`src/rtl/sevenseg_scan_ctrl_pkg.sv`:
```
// Shared types and widths for the seven-segment scan controller.
package sevenseg_pkg;

    localparam int NIBBLE_W = 4;
    localparam int SEG_W    = 7;

    typedef enum logic {
        BLANK = 1'b0,
        SHOW  = 1'b1
    } scan_state_t;

endpackage

```
`src/rtl/sevenseg_scan_ctrl_if.sv`:
```
// Control/display bundle between a host and the scan controller.
interface sevenseg_scan_ctrl_if #(
    parameter int NUM_DIGITS = 4
);
    import sevenseg_pkg::*;

    logic                             enable;
    logic                             load;
    logic [NIBBLE_W*NUM_DIGITS-1:0]   value_in;
    logic [NUM_DIGITS-1:0]            blank_mask;
    logic [NUM_DIGITS-1:0]            digit_en;
    logic [NIBBLE_W-1:0]              seg_data;
    logic [SEG_W-1:0]                 segments;
    logic                             frame_done;

    modport master (
        output enable, load, value_in, blank_mask,
        input  digit_en, seg_data, segments, frame_done
    );

    modport slave (
        input  enable, load, value_in, blank_mask,
        output digit_en, seg_data, segments, frame_done
    );

endinterface

```
`src/rtl/sevenseg_scan_ctrl_sevenseg.sv`:
```
// Hex nibble to seven-segment decoder, segments = {g,f,e,d,c,b,a}, active-high.
module sevenseg
    import sevenseg_pkg::*;
(
    input  logic [NIBBLE_W-1:0] nibble_i,
    output logic [SEG_W-1:0]    seg_o
);

    // Full hex glyph table (0-9, A, b, C, d, E, F).
    always_comb begin
        seg_o = 7'h00;
        case (nibble_i)
            4'h0: seg_o = 7'h3F;
            4'h1: seg_o = 7'h06;
            4'h2: seg_o = 7'h5B;
            4'h3: seg_o = 7'h4F;
            4'h4: seg_o = 7'h66;
            4'h5: seg_o = 7'h6D;
            4'h6: seg_o = 7'h7D;
            4'h7: seg_o = 7'h07;
            4'h8: seg_o = 7'h7F;
            4'h9: seg_o = 7'h6F;
            4'hA: seg_o = 7'h77;
            4'hB: seg_o = 7'h7C;
            4'hC: seg_o = 7'h39;
            4'hD: seg_o = 7'h5E;
            4'hE: seg_o = 7'h79;
            4'hF: seg_o = 7'h71;
            default: seg_o = 7'h00;
        endcase
    end

endmodule

```
`src/rtl/sevenseg_scan_ctrl.sv`:
```
// Time-multiplexed seven-segment scanner: blank gap per slot, one shared
// decoder, and a shadow/display pair so new values appear only between frames.
module sevenseg_scan_ctrl
    import sevenseg_pkg::*;
#(
    parameter int NUM_DIGITS   = 4,
    parameter int REFRESH_DIV  = 1000,
    parameter int BLANK_CYCLES = 8
) (
    input  logic                 clk,
    input  logic                 reset,
    sevenseg_scan_ctrl_if.slave  bus
);

    localparam int CNT_W = (REFRESH_DIV > 1) ? $clog2(REFRESH_DIV) : 1;
    localparam int IDX_W = (NUM_DIGITS > 2) ? $clog2(NUM_DIGITS) : 1;
    localparam int VAL_W = NIBBLE_W * NUM_DIGITS;

    localparam logic [CNT_W-1:0] BLANK_LAST = CNT_W'(BLANK_CYCLES - 1);
    localparam logic [CNT_W-1:0] SHOW_LAST  = CNT_W'(REFRESH_DIV - BLANK_CYCLES - 1);
    localparam logic [IDX_W-1:0] IDX_LAST   = IDX_W'(NUM_DIGITS - 1);

    scan_state_t           state_q;
    logic [CNT_W-1:0]      cnt_q;
    logic [IDX_W-1:0]      idx_q;
    logic [NUM_DIGITS-1:0] digit_en_q;
    logic [NIBBLE_W-1:0]   seg_data_q;
    logic                  frame_done_q;

    logic [VAL_W-1:0]      shadow_q, shadow_d;
    logic [VAL_W-1:0]      display_q, display_d;
    logic                  pending_q, pending_d;

    logic [NUM_DIGITS-1:0] idx_onehot;
    logic                  frame_end;

    assign idx_onehot = NUM_DIGITS'(1) << idx_q;
    // Last cycle of the last digit's SHOW phase: the frame commit point.
    assign frame_end  = bus.enable && (state_q == SHOW) &&
                        (cnt_q == SHOW_LAST) && (idx_q == IDX_LAST);

    // Scan FSM, slot counter, digit index and registered display outputs.
    always_ff @(posedge clk or posedge reset) begin
        if (reset) begin
            state_q      <= BLANK;
            cnt_q        <= '0;
            idx_q        <= '0;
            digit_en_q   <= '0;
            seg_data_q   <= '0;
            frame_done_q <= 1'b0;
        end else if (!bus.enable) begin
            state_q      <= BLANK;
            cnt_q        <= '0;
            idx_q        <= '0;
            digit_en_q   <= '0;
            frame_done_q <= 1'b0;
        end else begin
            frame_done_q <= 1'b0;
            case (state_q)
                BLANK: begin
                    if (cnt_q == BLANK_LAST) begin
                        cnt_q      <= '0;
                        state_q    <= SHOW;
                        seg_data_q <= display_q[idx_q*NIBBLE_W +: NIBBLE_W];
                        digit_en_q <= idx_onehot & ~bus.blank_mask;
                    end else begin
                        cnt_q <= cnt_q + CNT_W'(1);
                    end
                end
                SHOW: begin
                    if (cnt_q == SHOW_LAST) begin
                        cnt_q        <= '0;
                        state_q      <= BLANK;
                        digit_en_q   <= '0;
                        idx_q        <= (idx_q == IDX_LAST) ? '0 : idx_q + IDX_W'(1);
                        frame_done_q <= (idx_q == IDX_LAST);
                    end else begin
                        cnt_q <= cnt_q + CNT_W'(1);
                    end
                end
                default: begin
                    state_q <= BLANK;
                    cnt_q   <= '0;
                end
            endcase
        end
    end

    // Double buffer: loads land in shadow, display swaps only at frame end
    // (or right away while scanning is disabled). A load in the commit cycle
    // goes straight to display.
    always_comb begin
        shadow_d  = shadow_q;
        display_d = display_q;
        pending_d = pending_q;
        if (!bus.enable) begin
            if (pending_q) begin
                display_d = shadow_q;
                pending_d = 1'b0;
            end
        end else if (frame_end) begin
            if (bus.load)
                display_d = bus.value_in;
            else if (pending_q)
                display_d = shadow_q;
            pending_d = 1'b0;
        end
        if (bus.load) begin
            shadow_d = bus.value_in;
            if (!frame_end)
                pending_d = 1'b1;
        end
    end

    // Buffer registers.
    always_ff @(posedge clk or posedge reset) begin
        if (reset) begin
            shadow_q  <= '0;
            display_q <= '0;
            pending_q <= 1'b0;
        end else begin
            shadow_q  <= shadow_d;
            display_q <= display_d;
            pending_q <= pending_d;
        end
    end

    sevenseg u_dec (
        .nibble_i (seg_data_q),
        .seg_o    (bus.segments)
    );

    assign bus.digit_en   = digit_en_q;
    assign bus.seg_data   = seg_data_q;
    assign bus.frame_done = frame_done_q;

endmodule

```
`src/flat_wrapper.sv`:
```
// flat-port wrapper written by rule: the top's interface ports become plain ports
module sevenseg_scan_ctrl_flat import sevenseg_pkg::*;
#(
    parameter int NUM_DIGITS   = 4,
    parameter int REFRESH_DIV  = 1000,
    parameter int BLANK_CYCLES = 8
)
  (clk, reset, bus_enable, bus_load, bus_value_in, bus_blank_mask, bus_digit_en, bus_seg_data, bus_segments, bus_frame_done);
  sevenseg_scan_ctrl_if #(.NUM_DIGITS(NUM_DIGITS)) bus_i ();
  input  logic clk;
  input  logic reset;
  input wire logic [$bits(bus_i.enable)-1:0] bus_enable;
  input wire logic [$bits(bus_i.load)-1:0] bus_load;
  input wire logic [$bits(bus_i.value_in)-1:0] bus_value_in;
  input wire logic [$bits(bus_i.blank_mask)-1:0] bus_blank_mask;
  output wire logic [$bits(bus_i.digit_en)-1:0] bus_digit_en;
  output wire logic [$bits(bus_i.seg_data)-1:0] bus_seg_data;
  output wire logic [$bits(bus_i.segments)-1:0] bus_segments;
  output wire logic [$bits(bus_i.frame_done)-1:0] bus_frame_done;
  assign bus_i.enable = bus_enable;
  assign bus_i.load = bus_load;
  assign bus_i.value_in = bus_value_in;
  assign bus_i.blank_mask = bus_blank_mask;
  assign bus_digit_en = bus_i.digit_en;
  assign bus_seg_data = bus_i.seg_data;
  assign bus_segments = bus_i.segments;
  assign bus_frame_done = bus_i.frame_done;
  sevenseg_scan_ctrl #(.NUM_DIGITS(NUM_DIGITS), .REFRESH_DIV(REFRESH_DIV), .BLANK_CYCLES(BLANK_CYCLES)) u_core (.clk(clk), .reset(reset), .bus(bus_i));
endmodule
```
`config.mk`:
```
export PLATFORM = sky130hd
export DESIGN_NAME = sevenseg_scan_ctrl_flat
export DESIGN_NICKNAME = d
export VERILOG_FILES = /design/src/rtl/sevenseg_scan_ctrl_pkg.sv /design/src/rtl/sevenseg_scan_ctrl_if.sv /design/src/rtl/sevenseg_scan_ctrl_sevenseg.sv /design/src/rtl/sevenseg_scan_ctrl.sv /design/src/flat_wrapper.sv
export SDC_FILE = /design/constraint.sdc
export NUM_CORES = 1
export LEC_CHECK = 0
export ABC_AREA = 1
export BUFFER_PORTS_ARGS = -buffer_cell sky130_fd_sc_hd__buf_2
export CAP_MARGIN = 30
export CORE_UTILIZATION = 50
export CTS_CLUSTER_DIAMETER = 30
export DETAILED_ROUTE_END_ITERATION = 12
export GPL_TIMING_DRIVEN = 0
export PLACE_DENSITY = 0.71
export SYNTH_ARGS = -nofsm -noshare
export SYNTH_HDL_FRONTEND = slang
export SYNTH_SLANG_ARGS = --single-unit
```
`constraint.sdc`:
```
create_clock -name clk -period 3.58 [get_ports clk]
set_input_delay 0.716 -clock clk [delete_from_list [all_inputs] [get_ports clk]]
set_output_delay 0.716 -clock clk [all_outputs]
set_load 0.02 [all_outputs]
```
## Word level (Yosys, flattened, before mapping)

Memories as Yosys holds them, arrays and structs flattened.
Index checks and enable logic that the tools add are counted.

- Bits in registers: 55
- Bits in latches: 0
- RAM bits: 0
- ROM bits: 112
- Input port bits: 24
- Output and inout bits: 16
- Logic and storage cells: 58
- Memories: 1

Memory list:

| memory | depth | width | read ports | clocked after memory_dff | write ports | RTL line | source |
|---|---|---|---|---|---|---|---|
| (name not given) | 16 | 7 | 1 | 0 | 0 | sevenseg_scan_ctrl_sevenseg.sv:12 | `case (nibble_i)` |

- $add $sub $neg: 2
- Multipliers: 0
- Divide/modulo/power cells: 0
- Magnitude comparators: 0
- Equal/unequal tests: 8
- Shifts and indexed selects: 2
- Muxes and demuxes: 27
- Bitwise operators: 3
- Reductions and logical operators: 6

Operators by type and width:

| operator | count |
|---|---|
| two-way mux 16 bit | 4 |
| two-way mux 10 bit | 3 |
| case mux 10 bit (2 select lines) | 1 |
| indexed part select 16 x 5 -> 4 bit | 1 |
| two-way mux 4 bit | 3 |
| adder 10 x 1 -> 10 bit, second input constant | 1 |
| equality test 10 bit, second input constant | 1 |
| equality test 10 x 3 -> 1 bit, second input constant | 1 |
| two-way mux 1 bit | 10 |
| two-way mux 2 bit | 4 |
| case mux 4 bit (2 select lines) | 1 |
| inequality test 2 x 1 -> 1 bit, second input constant | 3 |
| bitwise AND 4 bit | 1 |
| NOT 4 bit | 1 |
| AND reduction 2 bit | 2 |
| << shifter 1 x 2 -> 4 bit, first input constant | 1 |
| logical AND 1 bit | 3 |
| inequality test 3 x 2 -> 1 bit, second input constant | 1 |
| inequality test 3 bit, second input constant | 1 |
| AND reduction 3 bit | 1 |
| adder 2 x 1 -> 2 bit, second input constant | 1 |
| equality test 2 bit, second input constant | 1 |
| case mux 1 bit (2 select lines) | 1 |
| NOT 1 bit | 1 |

## Logic depth before layout (Yosys ltp)

Gate-level depths: netlist (run 1).

- Word-level depth: 7
- Mapped depth: 8
- Gate-level depth less buffers: 8

## Hierarchy

Synthesis (run 1) repeated with hierarchy kept, for this count alone.

- Cells, all modules: 431
- Area total of the unflattened synthesis: 3174.3 um2

By module, submodules not included:

| module | times used | cells an instance | area an instance (um2) | seq. area each (um2) |
|---|---|---|---|---|
| sevenseg_scan_ctrl | 1 | 378 | 2866.5 | 1376.3 |
| sevenseg | 1 | 53 | 307.8 | 0.0 |

## Worst setup path after synthesis (run 1)

OpenSTA, ideal clock, no wires.

- Kind: reg2out
- From: reg u_core.seg_data_q[1] (netlist: u_core.bus.seg_data[1])
- To: out bus_segments[0]
- Arrival: 1.496 ns
- Required time: 2.864 ns
- Setup slack: 1.368 ns
- Cell stages (with the launch flop): 6
- Buffers on the path: 0
- Cell sequence: dfrtp_1 -> inv_1 -> ha_1 -> inv_1 -> o21ai_0 -> o21ai_0

- Word-level cells in the longest chain between the ends: 1

RTL lines:

| what | RTL line | source |
|---|---|---|
| start, declared | sevenseg_scan_ctrl.sv:27 | `logic [NIBBLE_W-1:0] seg_data_q;` |
| start signal, assigned | sevenseg_scan_ctrl.sv:64 | `seg_data_q <= display_q[idx_q*NIBBLE_W +: NIBBLE_W];` |
| memory read (16 x 7 bit) | -- |  |
| end, declared | flat_wrapper.sv:18 | `output wire logic [$bits(bus_i.segments)-1:0] bus_segments;` |

No other way between the ends.

## Final worst setup path (run 1)

- From: reg u_core.seg_data_q[0] (netlist: u_core.bus.seg_data[0])
- To: out bus_segments[3]

Same word-level chain as after synthesis.

==> results of run 1 <==
[synth_stat cells]
library cell / number / area (sq um)
nor2_1: 42 / 158
nand4_4: 1 / 21.3
ha_1: 12 / 150
o211ai_1: 1 / 7.51
nor2_2: 1 / 6.26
clkinv_1: 1 / 3.75
nor3_1: 15 / 75.1
clkbuf_1: 7 / 26.3
nand2_2: 3 / 18.8
a31oi_1: 12 / 75.1
dfrtp_1: 55 / 1380
a21oi_1: 11 / 55.1
buf_2: 7 / 35.0
o21ai_0: 30 / 150
nor2_4: 2 / 22.5
xor2_1: 6 / 52.6
xnor2_1: 1 / 8.76
buf_1: 1 / 3.75
nand2_4: 1 / 11.3
inv_1: 29 / 109
buf_6: 1 / 11.3
nand2_1: 137 / 514
nand3_1: 33 / 165
nor3b_1: 5 / 37.5
nand3b_1: 2 / 15.0
[state kept, by name, summed over array words and instances, names as in the netlist]
register               cells
u_core.bus.digit_en        4
u_core.bus.frame_done      1
u_core.bus.seg_data        4
u_core.cnt_q              10
u_core.display_q          16
u_core.idx_q               2
u_core.pending_q           1
u_core.shadow_q           16
u_core.state_q             1
[metrics by stage]
stage | total power [mW] | hold slack [ps] | utilization, %
floorplan | 0.973 | 432 | -
global placement | 1.08 | 448 | 57.1
detailed placement | 1.09 | 449 | 57.4
CTS | 1.52 | 401 | 59.4
global route | 1.60 | 430 | 59.4
finish | 1.50 | 393 | 59.4
[cell type report]
class | instances | share of cell area [%]
timing repair buffer | 40 | 6.09
clock buffer | 6 | 2.34
tap | 75 | 2.65
clock inverter | 2 | 0.991
multi-input combinational | 315 | 43.7
inverter | 30 | 3.18
sequential | 55 | 38.9
buffer | 16 | 2.16
[layer usage]
layer	part of all wire [%]	GRT usage, %	vias to the layer above
met5	0	0	-
met4	1.0	6.79	0
met3	4.5	4.27	7
li1	-	-	1437
met2	47	40.1	57
met1	47	30.0	1277
[layout by cell type (no fill, tap or decap), drive strengths merged]
cell type / synthesis / layout
nor3: 15 / 15
buf: 9 / 49
nand2: 141 / 141
o21ai: 30 / 30
nand3b: 2 / 2
a21oi: 11 / 11
a31oi: 12 / 12
dfrtp: 55 / 55
nor2: 45 / 45
clkinv: 1 / 2
nand3: 33 / 33
clkbuf: 7 / 13
ha: 12 / 12
xnor2: 1 / 1
bufinv: 0 / 1
inv: 29 / 29
nand4: 1 / 1
xor2: 6 / 6
o211ai: 1 / 1
nor3b: 5 / 5
[kinds of logic (layout without fill, tap and decap cells)]
family | count (synthesis) | count (layout) | synth area share (%)
and+or+nand+nor | 242 | 242 | 33.6
DFF | 55 | 55 | 44.3
AOI/OAI and AO/OA | 54 | 54 | 9.26
buffers and inverters | 46 | 94 | 6.08
adders and majority gates | 12 | 12 | 4.83
xor gates and xnor gates | 7 | 7 | 1.97
[power groups by stage]
stage | sequential (mW) | clock (mW) | combinational (mW)
after floorplan | 0.735 | 0 | 0.238
after global placement | 0.736 | 0 | 0.340
after detailed placement | 0.739 | 0 | 0.351
after CTS | 0.727 | 0.438 | 0.353
after global routing | 0.735 | 0.456 | 0.404
final | 0.727 | 0.426 | 0.351
[worst min path at each step]
stage                    startpoint                 end  cells after the start  slack, ps
finish                        reset  u_core.shadow_q[8]                      2        390
global route                  reset  u_core.shadow_q[2]                      2        430
CTS                           reset  u_core.shadow_q[2]                      2        400
detailed placement  u_core.cnt_q[0]     u_core.cnt_q[0]                      1        450
global placement    u_core.cnt_q[0]     u_core.cnt_q[0]                      1        450
floorplan           u_core.cnt_q[0]     u_core.cnt_q[0]                      1        430
==> summary.md, run 1 <==
| Metric | Value |
|---|---|
| Status | `finished clean` |
| Diodes inserted | `0` |
| Source of the critical timing path | `u_core.bus.seg_data[0]` |
| Largest net degree at the start of global routing | `38` |
| Unrepaired setup endpoints after global routing | `no` |
| Layout cells sized above 1 | `14.0%` |
| Core area | `5960 sq um` |
| Clk_lat worst skew | `310 ps` |
| Crit end category | `primary output` |
| CP max-delay cell | `dfrtp_1` |
| Critical path arrival | `1760 ps` |
| Detailed router's first-iteration violation count | `about 110` |
| Setup violators final | `0` |
| Top delay family on crit path | `flip-flops` |
| Worst slack, placed | `1460 ps` |
| Sw Pwr | `0.475 mW` |
| Worst vdd ir | `0.000233 V` |
| Final Routed Wirelength | `6880 um` |
| Number of global-route vias before repair | `approximately 2.6k` |
| CTS Buffer Depth | `2` |
| Area occupied by multi-input gates | `1540 sq um` |
| Min Tclk post-route | `around 2500 ps` |
| Vias | `around 2.8k` |
| Filler instances | `around 580` |
| CTS resizes | `0` |
| CP peak stage delay | `440 ps` |
| Synth unique cells | `25` |
| Max-slew violation count | `0` |
| Sequential power share | `48.4%` |
| DR pass1 iterations | `4` |
| Peak Freq | `404 MHz` |
| Overall Global Routing Usage | `between 20% and 30%` |
| Critical path class | `reg -> out` |
| Crit path buf inv count | `3` |
| Root Buffer | `clkbuf_8` |
| Skew final | `6.29 ps` |
| Critical Path RT | `between 2000 and 3000 ps` |
| Fin crit share | `69.2%` |
| Worst reg2reg startpoint | `u_core.cnt_q[0]` |
| Reg-to-Reg End | `u_core.cnt_q[9]` |
| Routed Antenna Nets | `0` |
| Area delta synth->final | `13.7%` |
| Worst-path cell chain | `inv_1, ha_1, a21oi_1, inv_1, a21oi_1, a31oi_1, buf_2` |
| Sw Ratio | `31.6%` |
| # DRC | `0` |
| Power Dens Cells | `between 400 and 500 nW/um^2` |
| Setup TNS | `0 ps` |
| Max Cap Viol | `0` |
| Register cell area after layout | `around 1400 sq um` |
| #FFs+latches synth | `55` |
| Global route overflow | `0` |
| I/O pins | `40` |
| Clock power frac | `28.3%` |
| Routability Congestion | `0.842` |
| Yosys warning count | `0` |
| Least-Margin Pin Slew | `448 ps` |
| Initial Utilization | `52.2%` |
| Worst setup SP type | `flip-flop` |
| Hold_buf cts | `0` |
| DIE WIDTH | `80.9 um` |
| Syn Nets | `452` |
| DR vias/cell | `approximately 5.2` |
| Static Leakage | `1.80 nW` |
| Final Worst Setup Slack | `1100 ps` |
| Syn avg cell area | `7.47 sq um` |
| Register area share after synthesis | `44.3%` |
| First-pass GRT wire length | `11800 um` |
| TritonCTS clock tree | `done` |
| Dpl cells | `531` |
| Finished Layout Cells | `539` |
| Comb power frac | `23.3%` |
| Syn Std Cell Area | `around 3100 sq um` |
| TritonCTS Buffers | `5` |
| H-tree depth | `2` |
| Setup Fix Bufs, Post-CTS | `0` |
| IO Port Bufs | `39` |
| Fin. Hold Viols | `0` |
| Mapped Cells | `416` |
| CTS clock-pin slew for the worst setup and hold paths | `~100 ps` |
| Crit path to | `bus_segments[3]` |
| DR WL/cell | `12.8 um` |
| Placed cell areas | `3420 sq um` |
| HPWL Detailed | `5150 um` |
| Cell count along the critical path | `7` |
| Final layout net count | `approximately 500` |
| Pint | `1.03 mW` |
| Slew headroom | `70.1%` |
| Worst reg-to-reg path cell count | `8` |
| Die area | `6540 sq um` |
| CTS sink cnt | `55` |
| Critical path peak fanout | `5` |
| # rows | `28` |
| Hold Path Class | `in -> async` |
| Fin area | `3540 sq um` |
| Initial antenna violation count | `0` |
| DIE HEIGHT | `80.9 um` |
| Setup slack, reg-to-reg | `1930 ps` |
No activity file was read; power rests on OpenSTA's default activity.
==> inputs of run 2 (changes only) <==
--- a/config.mk
+++ b/config.mk
@@ -5,14 +5,14 @@
 export SDC_FILE = /design/constraint.sdc
 export NUM_CORES = 1
 export LEC_CHECK = 0
-export ABC_AREA = 1
+export ABC_AREA = 0
 export BUFFER_PORTS_ARGS = -buffer_cell sky130_fd_sc_hd__buf_2
 export CAP_MARGIN = 30
 export CORE_UTILIZATION = 50
 export CTS_CLUSTER_DIAMETER = 30
 export DETAILED_ROUTE_END_ITERATION = 12
 export GPL_TIMING_DRIVEN = 0
-export PLACE_DENSITY = 0.71
+export PLACE_DENSITY = 0.74
 export SYNTH_ARGS = -nofsm -noshare
 export SYNTH_HDL_FRONTEND = slang
 export SYNTH_SLANG_ARGS = --single-unit
==> constraint.sdc (replaced) <==
create_clock -name clk -period 2.26 [get_ports clk]
set_input_delay 0.452 -clock clk [delete_from_list [all_inputs] [get_ports clk]]
set_output_delay 0.452 -clock clk [all_outputs]
set_load 0.02 [all_outputs]
==> run 2 against run 1 <==
Clock power is 48% higher. Cell count is 34% lower. Largest cell class is now flip-flops and latches. Power is 48% higher. Register-to-register slack worse by 1700 ps. Critical path depth is 2 lower. Hold slack worse by 270 ps.
==> summary.md, run 2 <==
| Metric | Value |
|---|---|
| Status | `finished clean (unchanged)` |
| Fin. Hold Viols | `0 (unchanged)` |
| Worst reg-to-reg path cell count | `6 (was 8)` |
| TritonCTS Buffers | `5 (unchanged)` |
| Final Worst Setup Slack | `58.9 ps (was 1100 ps)` |
| Crit end category | `primary output (unchanged)` |
| Top post-synthesis cells by area | `dfrtp_1 (49%), mux2_2 (6.4%), a2bb2oi_2 (5.3%) (was dfrtp_1 (44%), nand2_1 (17%), nand3_1 (5.3%))` |
| Critical Path RT | `1810 ps (was 2860 ps)` |
| Worst slack, placed | `180 ps (was 1460 ps)` |
| Filler instances | `452 (was 575)` |
| Routed Antenna Nets | `0 (unchanged)` |
| Source of the critical timing path | `u_core.bus.seg_data[1] (was u_core.bus.seg_data[0])` |
| Max-slew violation count | `0 (unchanged)` |
| # rows | `26 (was 28)` |
| DIE WIDTH | `77.1 um (was 80.9 um)` |
| Detailed router's first-iteration violation count | `67 (was 114)` |
| Clk_lat worst skew | `310 ps (about the same)` |
| DR pass1 iterations | `4 (unchanged)` |
| Core area | `5270 sq um (was 5960 sq um)` |
| Commonest non-fill, non-tap cell in the layout | `dfrtp_1 (was nand2_1)` |
| IO Port Bufs | `38 (was 39)` |
| Count leader, synth | `dfrtp_1 (was nand2_1)` |
| CTS Buffer Depth | `2 (unchanged)` |
| I/O pins | `40 (unchanged)` |
| Least-Margin Pin Slew | `579 ps (was 448 ps)` |
| Syn Std Cell Area | `2820 sq um (was 3110 sq um)` |
| CTS clock-pin slew for the worst setup and hold paths | `100 ps (about the same)` |
| Post-synth EDFFs | `0 (unchanged)` |
| Dpl cells | `344 (was 531)` |
| Largest net degree at the start of global routing | `38 (unchanged)` |
| DR vias/cell | `5.64 (was 5.15)` |
| Setup violators final | `0 (unchanged)` |
| Area leader, netlist | `dfrtp_1 (unchanged)` |
| Final Routed Wirelength | `5300 um (was 6880 um)` |
| Placed cell areas | `3110 sq um (was 3420 sq um)` |
| Yosys warning count | `0 (unchanged)` |
| Crit path to | `bus_segments[3] (unchanged)` |
| Syn Nets | `271 (was 452)` |
| Mapped Cells | `235 (was 416)` |
| Hold Path Class | `in -> async (unchanged)` |
| Layout Utilization | `62.0% (was 59.4%)` |
| Area delta synth->final | `16.0% (was 13.7%)` |
| Worst setup SP type | `flip-flop (unchanged)` |
| Fin crit share | `97.4%` |
| Number of global-route vias before repair | `1893 (was 2581)` |
| Synth top area share | `48.9% (was 44.3%)` |
| Min Tclk post-route | `roughly 2200 ps` |
| Static Leakage | `1.45 nW (was 1.80 nW)` |
| Top post-synthesis cells by count | `dfrtp_1 (55), nand2_1 (18), nor2_1 (18), o22ai_1 (17), mux2_2 (16) (was nand2_1 (137), dfrtp_1 (55), nor2_1 (42), nand3_1 (33), o21ai_0 (30))` |
| HPWL Detailed | `3830 um (was 5150 um)` |
| Fin area | `3270 sq um (was 3540 sq um)` |
| H-tree depth | `2 (unchanged)` |
| Critical path arrival | `1750 ps (was 1760 ps)` |
| Initial Utilization | `53.4% (was 52.2%)` |
| Reg-to-Reg End | `u_core.display_q[0] (was u_core.cnt_q[9])` |
| Setup slack, reg-to-reg | `240 ps (was 1930 ps)` |
| CTS sink cnt | `55 (unchanged)` |
| Slew headroom | `61.4% (was 70.1%)` |
| Vias | `2001 (was 2778)` |
| #FFs+latches synth | `55 (unchanged)` |
| TritonCTS clock tree | `done (unchanged)` |
| First-pass GRT wire length | `8960 um (was 11800 um)` |
| Critical path peak fanout | `5 (unchanged)` |
| Register area share after synthesis | `48.9% (was 44.3%)` |
| Global route overflow | `0 (unchanged)` |
| Root Buffer | `clkbuf_8 (unchanged)` |
| Initial antenna violation count | `0 (unchanged)` |
| Hold_buf cts | `0 (unchanged)` |
| # DRC | `0 (unchanged)` |
| Top flop regs | `u_core.display_q: 16 flops, u_core.shadow_q: 16 flops, u_core.cnt_q: 10 flops (unchanged)` |
| Syn avg cell area | `12.0 sq um (was 7.47 sq um)` |
| DIE HEIGHT | `77.1 um (was 80.9 um)` |
| Overall Global Routing Usage | `19.3% (was 23.4%)` |
| Finished Layout Cells | `355 (was 539)` |
| Final layout net count | `321 (was 499)` |
| Worst reg2reg startpoint | `u_core.cnt_q[0] (unchanged)` |
| Critical path class | `reg -> out (unchanged)` |
| Commonest cells after routing, fill and taps aside | `dfrtp_1 (53), buf_2 (39), nand2_1 (18), nor2_1 (18), o22ai_1 (17) (was nand2_1 (137), dfrtp_1 (55), buf_2 (46), nor2_1 (42), nand3_1 (33))` |
| Layout cells sized above 1 | `36.1% (was 14.0%)` |
| Max Cap Viol | `0 (unchanged)` |
| Synth unique cells | `41 (was 25)` |
| Diodes inserted | `0 (unchanged)` |
| Async S/R FF share, synth | `100% (unchanged)` |
| Skew final | `10.0 ps (was 6.29 ps)` |
| Peak Freq | `454 MHz` |
| Die area | `5940 sq um (was 6540 sq um)` |
| Primary FF master, synth | `dfrtp_1 (unchanged)` |
| Worst Hold Slack | `125 ps (was 393 ps)` |
| Routability Congestion | `0.805 (was 0.842)` |
| Worst vdd ir | `0.000445 V (was 0.000233 V)` |
| DR WL/cell | `14.9 um (was 12.8 um)` |
| Power Dens Cells | `681 nW/um^2 (was 425 nW/um^2)` |
## run 2: cell types whose count changed in the layout (fill, tap and decap cells not counted), moves of 10 or more
cell / delta
a2bb2oi_2: +10
a31oi_1: -12
inv_1: -20
mux2_2: +16
nand2_1: -119
nand3_1: -28
nor2_1: -24
nor3_1: -12
o21ai_0: -26
o22ai_1: +17
## run 2: layout make-up
type / instances / area [sq um] / share of cell area, %
Sequential cell: 55 / 1380 / 42.2
Tap cell: 70 / 87.6 / 2.68
Timing Repair Buffer: 43 / 245 / 7.50
Buffer: 13 / 75.1 / 2.30
Multi-Input combinational cell: 155 / 1330 / 40.8
Inverter: 12 / 45.0 / 1.38
Clock buffer: 6 / 72.6 / 2.22
Clock inverter: 1 / 30.0 / 0.919
## run 2: timing repair
item                                    4_1_cts  5_1_grt
endpoints found under the setup margin        1        2
pin swaps                                     0        0
buffers inserted                              3        1
resized for setup                             2        7
## run 2: per-layer routing
metal	track usage, %	up-vias	part of all wire [%]
li1	-	948	-
met1	26.9	989	48
met2	29.8	56	46
met3	4.29	8	4.0
met4	6.42	0	1.4
met5	0	-	0
## run 2: worst min-delay path by stage
stage	to	cells past startpoint	start
after floorplan	u_core.cnt_q[0]	1	u_core.cnt_q[0]
after global placement	u_core.cnt_q[0]	1	u_core.cnt_q[0]
after detailed placement	u_core.shadow_q[13]	2	reset
after CTS	u_core.cnt_q[7]	2	reset
after global routing	u_core.cnt_q[7]	2	reset
final	u_core.cnt_q[9]	2	reset
## run 2: critical path: stages, from the launching register on
cell     delay (ps)
dfrtp_2         420
buf_4           160
ha_1            210
mux4_2          470
inv_1            60
buf_4           130
## run 2: cell families after synthesis
| kind of cell | Yosys count | share of synthesized area, % |
|---|---|---|
| multiplexers | 26 | 12.9 |
| buffers and inverters | 25 | 4.26 |
| XOR/XNOR | 8 | 2.49 |
| flip-flops | 55 | 48.9 |
| AO/OA/AOI/OAI | 51 | 15.9 |
| AND/OR/NAND/NOR | 58 | 10.3 |
| adder cells (fa/ha/maj) | 12 | 5.33 |
## run 2: report_power, final
part           switching (mW)  internal [mW]
Sequential             0.0634           1.07
Combinational           0.227          0.235
Clock                   0.303          0.325
Total                   0.594           1.63
## run 2: through the flow
step / total power, mW / TNS (ps)
2_1_floorplan: 1.46 / 0
3_3_place_gp: 1.57 / -10700
3_5_place_dp: 1.59 / 0
4_1_cts: 2.23 / 0
5_1_grt: 2.33 / -50.2
6_report: 2.23 / 0
